==> src/rtl/host_mem_rd_credit_limiter.sv <==
// Kernel-side read credit limiter for the host-memory Avalon read channel.
// Holds one command, issues it only while in-flight beats stay within MAX_OUTSTANDING, and registers responses.
module host_mem_rd_credit_limiter #(
  parameter int ADDR_WIDTH      = 42,
  parameter int DATA_WIDTH      = 512,
  parameter int BURST_CNT_WIDTH = 6,
  parameter int MAX_OUTSTANDING = 256,
  localparam int CNT_WIDTH      = $clog2(MAX_OUTSTANDING + 1)
) (
  input  logic                       pClk,
  input  logic                       pClk_reset,
  input  logic [ADDR_WIDTH-1:0]      k_address,
  input  logic                       k_read,
  input  logic [BURST_CNT_WIDTH-1:0] k_burstcount,
  output logic                       k_waitrequest,
  output logic [DATA_WIDTH-1:0]      k_readdata,
  output logic                       k_readdatavalid,
  output logic [ADDR_WIDTH-1:0]      h_address,
  output logic                       h_read,
  output logic [BURST_CNT_WIDTH-1:0] h_burstcount,
  input  logic                       h_waitrequest,
  input  logic [DATA_WIDTH-1:0]      h_readdata,
  input  logic                       h_readdatavalid,
  output logic [CNT_WIDTH-1:0]       outstanding_beats,
  output logic [31:0]                credit_stall_cnt,
  output logic                       err_sticky
);

  localparam int SUM_WIDTH = CNT_WIDTH + 1;
  localparam logic [BURST_CNT_WIDTH-1:0] MAX_BURST = BURST_CNT_WIDTH'(2 ** (BURST_CNT_WIDTH - 1));

  typedef enum logic [0:0] {
    EMPTY = 1'b0,
    HOLD  = 1'b1
  } cmd_state_t;

  cmd_state_t                 state;
  cmd_state_t                 state_next;
  logic [ADDR_WIDTH-1:0]      cmd_addr;
  logic [BURST_CNT_WIDTH-1:0] cmd_burst;
  logic                       cmd_valid;
  logic                       credit_ok;
  logic                       issue;
  logic                       accept;
  logic                       burst_legal;
  logic                       load_cmd;
  logic                       underflow;
  logic [SUM_WIDTH-1:0]       credit_sum;
  logic [CNT_WIDTH-1:0]       count_next;

  assign cmd_valid     = (state == HOLD);
  assign credit_sum    = SUM_WIDTH'(outstanding_beats) + SUM_WIDTH'(cmd_burst);
  assign credit_ok     = (credit_sum <= SUM_WIDTH'(MAX_OUTSTANDING));
  assign h_read        = cmd_valid && credit_ok;
  assign h_address     = cmd_addr;
  assign h_burstcount  = cmd_burst;
  assign issue         = h_read && !h_waitrequest;
  // Freeing the holding stage in the issue cycle lets the next command in without a bubble.
  assign k_waitrequest = pClk_reset || (cmd_valid && !issue);
  assign accept        = k_read && !k_waitrequest;
  assign burst_legal   = (k_burstcount != '0) && (k_burstcount <= MAX_BURST);
  assign load_cmd      = accept && burst_legal;

  // Holding-stage next state; illegal bursts are swallowed without touching the stage.
  always_comb begin
    state_next = state;
    case (state)
      EMPTY: begin
        if (load_cmd) begin
          state_next = HOLD;
        end else begin
          state_next = EMPTY;
        end
      end
      HOLD: begin
        if (load_cmd) begin
          state_next = HOLD;
        end else if (issue) begin
          state_next = EMPTY;
        end else begin
          state_next = HOLD;
        end
      end
      default: state_next = EMPTY;
    endcase
  end

  // Occupancy update; issue only happens with credit, so the sum never exceeds MAX_OUTSTANDING.
  always_comb begin
    underflow  = 1'b0;
    count_next = outstanding_beats;
    if (issue) begin
      count_next = count_next + CNT_WIDTH'(cmd_burst);
    end else begin
      count_next = outstanding_beats;
    end
    if (h_readdatavalid) begin
      if (count_next == '0) begin
        underflow = 1'b1;
      end else begin
        count_next = count_next - CNT_WIDTH'(1);
      end
    end else begin
      underflow = 1'b0;
    end
  end

  // Command stage registers.
  always_ff @(posedge pClk) begin
    if (pClk_reset) begin
      state     <= EMPTY;
      cmd_addr  <= '0;
      cmd_burst <= '0;
    end else begin
      state <= state_next;
      if (load_cmd) begin
        cmd_addr  <= k_address;
        cmd_burst <= k_burstcount;
      end
    end
  end

  // Occupancy, stall statistics and sticky error.
  always_ff @(posedge pClk) begin
    if (pClk_reset) begin
      outstanding_beats <= '0;
      credit_stall_cnt  <= 32'd0;
      err_sticky        <= 1'b0;
    end else begin
      outstanding_beats <= count_next;
      if (cmd_valid && !credit_ok && (credit_stall_cnt != 32'hFFFF_FFFF)) begin
        credit_stall_cnt <= credit_stall_cnt + 32'd1;
      end
      if ((accept && !burst_legal) || underflow) begin
        err_sticky <= 1'b1;
      end
    end
  end

  // Response path: one register stage, never back-pressured.
  always_ff @(posedge pClk) begin
    if (pClk_reset) begin
      k_readdatavalid <= 1'b0;
      k_readdata      <= '0;
    end else begin
      k_readdatavalid <= h_readdatavalid;
      k_readdata      <= h_readdata;
    end
  end

endmodule
==> config.mk <==
export PLATFORM = sky130hd
export DESIGN_NAME = host_mem_rd_credit_limiter
export DESIGN_NICKNAME = d
export VERILOG_FILES = /design/src/rtl/host_mem_rd_credit_limiter.sv
export SDC_FILE = /design/constraint.sdc
export NUM_CORES = 1
export LEC_CHECK = 0
export CELL_PAD_IN_SITES_DETAIL_PLACEMENT = 1
export CELL_PAD_IN_SITES_GLOBAL_PLACEMENT = 1
export CORE_AREA = 4 4 456 458
export DETAILED_ROUTE_END_ITERATION = 12
export DIE_AREA = 0 0 460 462
export GPL_TIMING_DRIVEN = 1
export PLACE_DENSITY_LB_ADDON = 0.3
export SYNTH_ARGS = -nofsm -noshare
export SYNTH_HDL_FRONTEND = slang
export SYNTH_SLANG_ARGS = --single-unit
==> constraint.sdc <==
create_clock -name pClk -period 6.3 [get_ports pClk]
set_input_delay 0.945 -clock pClk [delete_from_list [all_inputs] [get_ports pClk]]
set_output_delay 0.945 -clock pClk [all_outputs]
set_load 0.02 [all_outputs]
==> key figures, run 1 <==
Worst setup path
  – Critical path type: flip-flop to output port
  – Delay-heaviest family, CP: compound AO/OA/AOI/OAI gates
  – Critical path buffers and inverters: 1
  – WP data required: roughly 5400 ps
  – Crit path capture: k_waitrequest
  – Worst path cell trace: ha_1 -> fa_1 -> xnor2_1 -> nor3b_1 -> o221ai_2 -> a221oi_4 -> a21boi_4 -> o21ai_2 -> nand2_1 -> clkdlybuf4s50_1
  – Worst Reg2Reg Path Length in Cells: 17
  – Crit start category: flip-flop
  – R2r startpoint: outstanding_beats[0]$_SDFF_PP0_
  – CP Depth: 10
  – Critical path capture point type: output port
  – CP max stage cell: clkdlybuf4s50_1
  – Max incr delay on CP: ~560 ps
  – Worst R2R End: outstanding_beats[7]$_SDFF_PP0_
  – Crit path from: outstanding_beats[0]$_SDFF_PP0_
  – Worst R2R Setup Slack: 1180 ps
  – CP Max Fanout: 9
  – Critical Path AT: 4210 ps

Worst hold path
  – Hold crit path type: flip-flop to flip-flop

Global routing
  – Maximum number of pins on one net before global-route repair: ~130
  – Overflow after GRT: 0
  – GR Util met1: between 10 and 15%
  – GRT busiest layer: met2
  – Vias in the first global route: between 15000 and 20000
  – Met3 Use GR: about 9.0%
  – Global-route usage over all layers: roughly 14%
  – Routing usage on met2: roughly 23%
  – Initial antenna violation count: 140
  – First-pass GRT wire length: 190000 µm

Power and ir drop
  – Sw frac: between 20% and 30%
  – Pwr Total: between 10 and 15 mW
  – Logic pwr share: 16.0%
  – Internal power: 8.08 mW
  – LEAKAGE: 12.8 nW
  – Sequential Power Share: roughly 37%
  – Pwr Density: between 300 and 400 nW/µm²
  – Clock share of power: between 40 and 50%
  – Psw: ~3.2 mW
  – Peak VDD IR: between 150 and 200 µV

Clocking
  – Clock slew at reported path FFs: around 60 ps
  – Clock Tree Buf Depth: 3
  – CTS tree: done
  – Cts repair resizes: 0
  – Worst-Skew Late Latency: roughly 690 ps
  – # hold bufs at CTS: 0
  – TritonCTS Sinks: slightly above 600
  – Setup repair bufs after CTS: 0
  – H-tree levels: 3
  – CTS Root Buffer Type: clkbuf_16
  – CTS buffer count: 87

Logic synthesis
  – Synth Register Bits: about 600
  – Mapped Nets: between 2000 and 2500
  – Post-synth ARST share: 0%
  – Syn. warnings: 0
  – Mapped Area: about 18000 µm²
  – Post-synth EDFFs: 0
  – Synthesized area per cell: roughly 11 µm²
  – Cells after Synth: between 1500 and 2000
  – Ys flop type: dfxtp_1
  – Synth cell types: between 60 and 70
  – Seq/Total Area, Yosys: approximately two thirds

STA
  – Slew Limit Headroom: roughly a third
  – RSZ-0062 raised after global routing: no
  – Tightest Pin Transition: between 1000 and 1500 ps
  – Fmax: 194 MHz
  – Setup tns final: 0 ps
  – Setup Skew: about 14 ps
  – Final period util: 81.8%
  – Final Hold Fails: 0
  – Min Tclk post-route: 5150 ps
  – Setup violators final: 0
  – Slew Limit Fails: 0

Run
  – Max-Cap Viols: 0

Floorplanning
  – DIE HEIGHT: roughly 460 µm
  – Core area: a little over 200000 µm²
  – Initial Util: under 10%
  – IO Pins: 1170
  – Die footprint: 213000 µm²
  – # rows: between 150 and 200
  – Die W: around 460 µm

Layout
  – Area delta synth->final: 98.7%
  – Fin util: 17.7%
  – Filler instances: 23500
  – Final nets: about 3400
  – Commonest non-fill, non-tap cell in the layout: clkdlybuf4s50_1
  – Most frequent cells in the layout: 1168 x clkdlybuf4s50_1, 604 x dfxtp_1, 515 x nor2b_1
  – Non-Filler Instances: 5616
  – Area of the multi-input gates: 5750 µm²
  – Fraction of layout cells with a size suffix above 1: roughly 6.3%
  – FF+latch area: ~12000 µm²

Drt
  – Vias post-DR: approximately 17000
  – DRC violations left: 0
  – Post-route ant nets: 0
  – Vias/cell: between 2 and 3
  – Initial drt markers: between 700 and 800
  – Drt pass-1 iters: 4
  – Avg WL per Cell: approximately 27 µm
  – Total Wirelength: approximately 150000 µm

Place
  – Global placement routability congestion: 0.825
  – Number of port buffers: about 1200
  – Placed cells: 5427
  – DP HPWL: 131000 µm

Outcome
  – Outcome: finished clean
==> state kept, by name, indices dropped and copies added, names as in the netlist <==
name               flops
h_address             42
k_readdatavalid        1
credit_stall_cnt      32
err_sticky             1
cmd_valid              1
outstanding_beats      9
h_burstcount           6
k_readdata           512
==> routing by layer <==
metal	part of all wire [%]	vias up	wire length [µm]
met5	0.21	-	326
met4	3.0	54	4640
met3	14	318	21700
met2	46	914	70800
met1	36	7871	55200
li1	-	7634	-
==> cell families (layout without fill, tap and decap cells) <==
| kind of cell | count (synthesis) | after routing | synth area share [%] |
|---|---|---|---|
| buffers and inverters | 95 | 1346 | 2.05 |
| DFF | 604 | 604 | 66.4 |
| adders and majority gates | 9 | 9 | 0.660 |
| muxes | 10 | 10 | 0.646 |
| xor gates and xnor gates | 32 | 32 | 1.54 |
| other | 0 | 32 | 0 |
| AOI/OAI and AO/OA | 100 | 100 | 3.79 |
| and+or+nand+nor | 795 | 795 | 24.9 |
==> power groups by stage <==
stage                     sequential (mW)  clock (mW)  combinational (mW)
after floorplan                      4.44           0               0.456
after global placement               4.21           0                1.83
after detailed placement             4.21           0                1.84
after CTS                            4.13        5.62                1.85
after global routing                 4.15        5.73                1.93
final                                4.13        5.30                1.80
==> cell type report <==
class | count | area share, %
repair buffers | 1181 | 32.6
multi-input cells | 946 | 15.9
well taps | 2688 | 9.30
clock buffers | 121 | 7.02
clock inverters | 36 | 1.40
diodes | 32 | 0.221
inverters | 8 | 0.0830
flip-flops and latches | 604 | 33.4
==> worst min-delay path: stages, from the launching register on <==
cell,delay [ps]
dfxtp_1,310
nand2_1,50
a21oi_1,50
==> worst min path at each step <==
stage                     cells past startpoint  slack [ps]                        from                         end
after detailed placement                      2         450   h_address[2]$_SDFFE_PP0P_   h_address[2]$_SDFFE_PP0P_
after global routing                          2         480  h_address[41]$_SDFFE_PP0P_  h_address[41]$_SDFFE_PP0P_
after global placement                        2         440  h_address[18]$_SDFFE_PP0P_  h_address[18]$_SDFFE_PP0P_
after CTS                                     2         460   h_address[4]$_SDFFE_PP0P_   h_address[4]$_SDFFE_PP0P_
after floorplan                               2         510        cmd_valid$_SDFF_PP0_        cmd_valid$_SDFF_PP0_
final                                         2         450  h_address[41]$_SDFFE_PP0P_  h_address[41]$_SDFFE_PP0P_
==> synth_stat cells (10+ instances only) <==
| master | number | area [µm²] |
|---|---|---|
| clkbuf_1 | 74 | 278 |
| dfxtp_1 | 604 | 12100 |
| nand2_1 | 119 | 447 |
| and3_1 | 12 | 75.1 |
| nor3_1 | 25 | 125 |
| buf_2 | 10 | 50.1 |
| nor2_1 | 47 | 176 |
| nor2b_1 | 515 | 3220 |
| xnor2_1 | 31 | 272 |
| nand3_1 | 20 | 100 |
| nor4_1 | 13 | 81.3 |
| a21oi_1 | 60 | 300 |
==> through the flow <==
step	hold WS [ps]	setup WS, ps	area [µm²]
after floorplan	511	1770	18200
after global placement	443	1320	33000
after detailed placement	448	1190	33000
after CTS	457	1020	36100
after global routing	476	823	36100
final	455	1150	36200
No activity file was read; power rests on OpenSTA's default activity.
==> run 2: changes to the inputs <==
- CORE_AREA: 4 4 456 458 -> 4 4 457 459
- DIE_AREA: 0 0 460 462 -> 0 0 461 463
- clock period: 6.3 -> 4.27 ns (I/O delays scaled with it)
==> key figures, run 2 (synthesis results as in run 1) <==
Worst setup path
  – Crit path from: outstanding_beats[0]$_SDFF_PP0_
  – R2r startpoint: outstanding_beats[0]$_SDFF_PP0_
  – Critical path capture point type: flip-flop
  – Critical path type: flip-flop to flip-flop
  – CP max stage cell: or4b_1
  – Worst R2R Setup Slack: 110 ps (-1070 ps)
  – WP data required: 4840 ps (-510 ps)
  – Max incr delay on CP: 510 ps (-50 ps)
  – Worst path cell trace: ha_4 -> fa_2 -> a21o_1 -> a311oi_4 -> o21ai_2 -> a221oi_4 -> a21boi_4 -> or2_4 -> mux2i_4 -> ha_4 -> and3b_2 -> o21ai_2 -> o41ai_4 -> mux2i_4 -> nor2_2 -> or4b_1 -> and3_1
  – Crit start category: flip-flop
  – Critical Path AT: 4730 ps (+520 ps)
  – CP Max Fanout: 4 (-5)

STA
  – Slew Limit Headroom: 38.1% (+6.4 points)
  – Tightest Pin Transition: 926 ps (-99.4 ps)
  – Final period util: slightly below 100%
  – Final Hold Fails: 0 (unchanged)
  – RSZ-0062 raised after global routing: yes
  – Slew Limit Fails: 0 (unchanged)
  – Fmax: 240 MHz
  – Setup Skew: 30.7 ps (+16.5 ps)
  – Min Tclk post-route: 4160 ps
  – Setup violators final: 0 (unchanged)

Power and ir drop
  – Pwr Total: 16.7 mW (+49%)
  – Pwr Density: 458 nW/µm² (+47%)
  – Peak VDD IR: 273 µV (+48%)
  – LEAKAGE: 13.0 nW (+1.1%)

Clocking
  – CTS tree: done
  – # hold bufs at CTS: 0 (unchanged)
  – TritonCTS Sinks: 604 (unchanged)
  – Clock slew at reported path FFs: 60 ps (about the same)
  – CTS Root Buffer Type: clkbuf_16
  – H-tree levels: 3 (unchanged)
  – Clock Tree Buf Depth: 3 (unchanged)
  – Worst-Skew Late Latency: 700 ps (about the same)
  – CTS buffer count: 87 (unchanged)

Global routing
  – GRT busiest layer: met2
  – GR Util met1: 15.4% (+1.1 points)
  – Maximum number of pins on one net before global-route repair: 159 (+20%)
  – Global-route usage over all layers: 14.1% (+0.34 points)
  – First-pass GRT wire length: 195000 µm (+2.7%)
  – Met3 Use GR: 8.95% (-0.081 points)
  – Initial antenna violation count: 152 (+8.6%)
  – Overflow after GRT: 0 (unchanged)
  – Vias in the first global route: 17900 (-0.98%)
  – Routing usage on met2: 22.9% (-0.049 points)

Layout
  – Max reg flops: 512 (unchanged)
  – Reg with most FFs: k_readdata
  – Final nets: 3425 (+0.68%)
  – Fin util: 17.8% (+0.10 points)
  – Commonest non-fill, non-tap cell in the layout: clkdlybuf4s50_1
  – Most frequent cells in the layout: 1166 x clkdlybuf4s50_1, 600 x dfxtp_1, 515 x nor2b_1
  – Area delta synth->final: 100%
  – Fraction of layout cells with a size suffix above 1: 7.85% (+1.6 points)
  – Filler instances: 23500 (+0.030%)

Drt
  – Vias/cell: 3.03 (+1.4%)
  – Total Wirelength: 156000 µm (+2.1%)
  – DRC violations left: 0 (unchanged)
  – Avg WL per Cell: 27.7 µm (+1.9%)
  – Drt pass-1 iters: 5 (+1)
  – Vias post-DR: 17100 (+1.6%)
  – Initial drt markers: 799 (+8.6%)
  – Post-route ant nets: 0 (unchanged)

Floorplanning
  – # rows: 166 (unchanged)
  – Die footprint: 213000 µm² (+0.43%)
  – Core area: 204000 µm² (+0.20%)
  – Die W: 461 µm (+0.22%)
  – IO Pins: 1170 (unchanged)
  – Initial Util: 8.91% (-0.018 points)
  – DIE HEIGHT: 463 µm (+0.22%)

Worst hold path
  – Hold crit path type: input port to flip-flop
  – Min-delay src: pClk_reset

Place
  – DP HPWL: 134000 µm (+2.4%)
  – Global placement routability congestion: 0.889 (+7.7%)
  – Number of port buffers: 1169 (unchanged)

Run
  – Max-Cap Viols: 0 (unchanged)

Outcome
  – Outcome: finished clean
-- run 2: timing repair --
action / CTS / global route
pin swaps: 1 / 4
setup endpoints to repair: 10 / 11
gates resized for setup: 6 / 20
setup buffers: 0 / 5
endpoints found under the hold margin: 0 / 0
-- run 2: final cells by class --
| class | count | area, µm² | area share (%) |
|---|---|---|---|
| flip-flops and latches | 604 | 12100 | 33.2 |
| repair buffers | 1204 | 12000 | 33.0 |
| multi-input cells | 946 | 5850 | 16.1 |
| well taps | 2688 | 3360 | 9.23 |
| clock buffers | 108 | 2400 | 6.58 |
| clock inverters | 49 | 642 | 1.76 |
| diodes | 20 | 50.0 | 0.137 |
| inverters | 8 | 30.0 | 0.0824 |
-- run 2: stage by stage --
stage / instance area, µm² / TNS, ps / instances / hold WS (ps) / worst slack (ps)
after floorplan: 18200 / 0 / 1645 / 511 / 32.8
after global placement: 33200 / 0 / 5445 / 442 / 11.1
after detailed placement: 33200 / -380 / 5445 / 450 / -120
after CTS: 36300 / -59.9 / 5602 / 359 / -32.3
after global routing: 36400 / -182 / 5615 / 403 / -64.0
final: 36500 / 0 / 5627 / 424 / 109
-- run 2: report_power, final --
| group | total [mW] | internal [mW] | switching [mW] |
|---|---|---|---|
| Sequential | 6.07 | 5.94 | 0.130 |
| Combinational | 2.87 | 1.40 | 1.47 |
| Clock | 7.75 | 4.63 | 3.13 |
-- run 2: final timing paths --
path | end | cells past startpoint
max | outstanding_beats[7]$_SDFF_PP0_ | 17
min | credit_stall_cnt[5]$_SDFFE_PP0P_ | 2
max reg2reg | outstanding_beats[7]$_SDFF_PP0_ | 17
min reg2reg | h_address[8]$_SDFFE_PP0P_ | 2
-- run 2: worst max-delay path: cells and delay by family (launching register included) --
family          cells  cell delay, ps
compound gates      7            1300
simple gates        5            1280
fa+ha+maj           3             700
mux                 2             450
flops               1             330
-- run 2: metal layers --
metal	share of wire (%)	vias up	wire length, µm
met4	2.7	72	4210
met3	14	362	21300
li1	-	7673	-
met5	0.29	-	449
met2	45	942	70800
met1	38	8014	59100
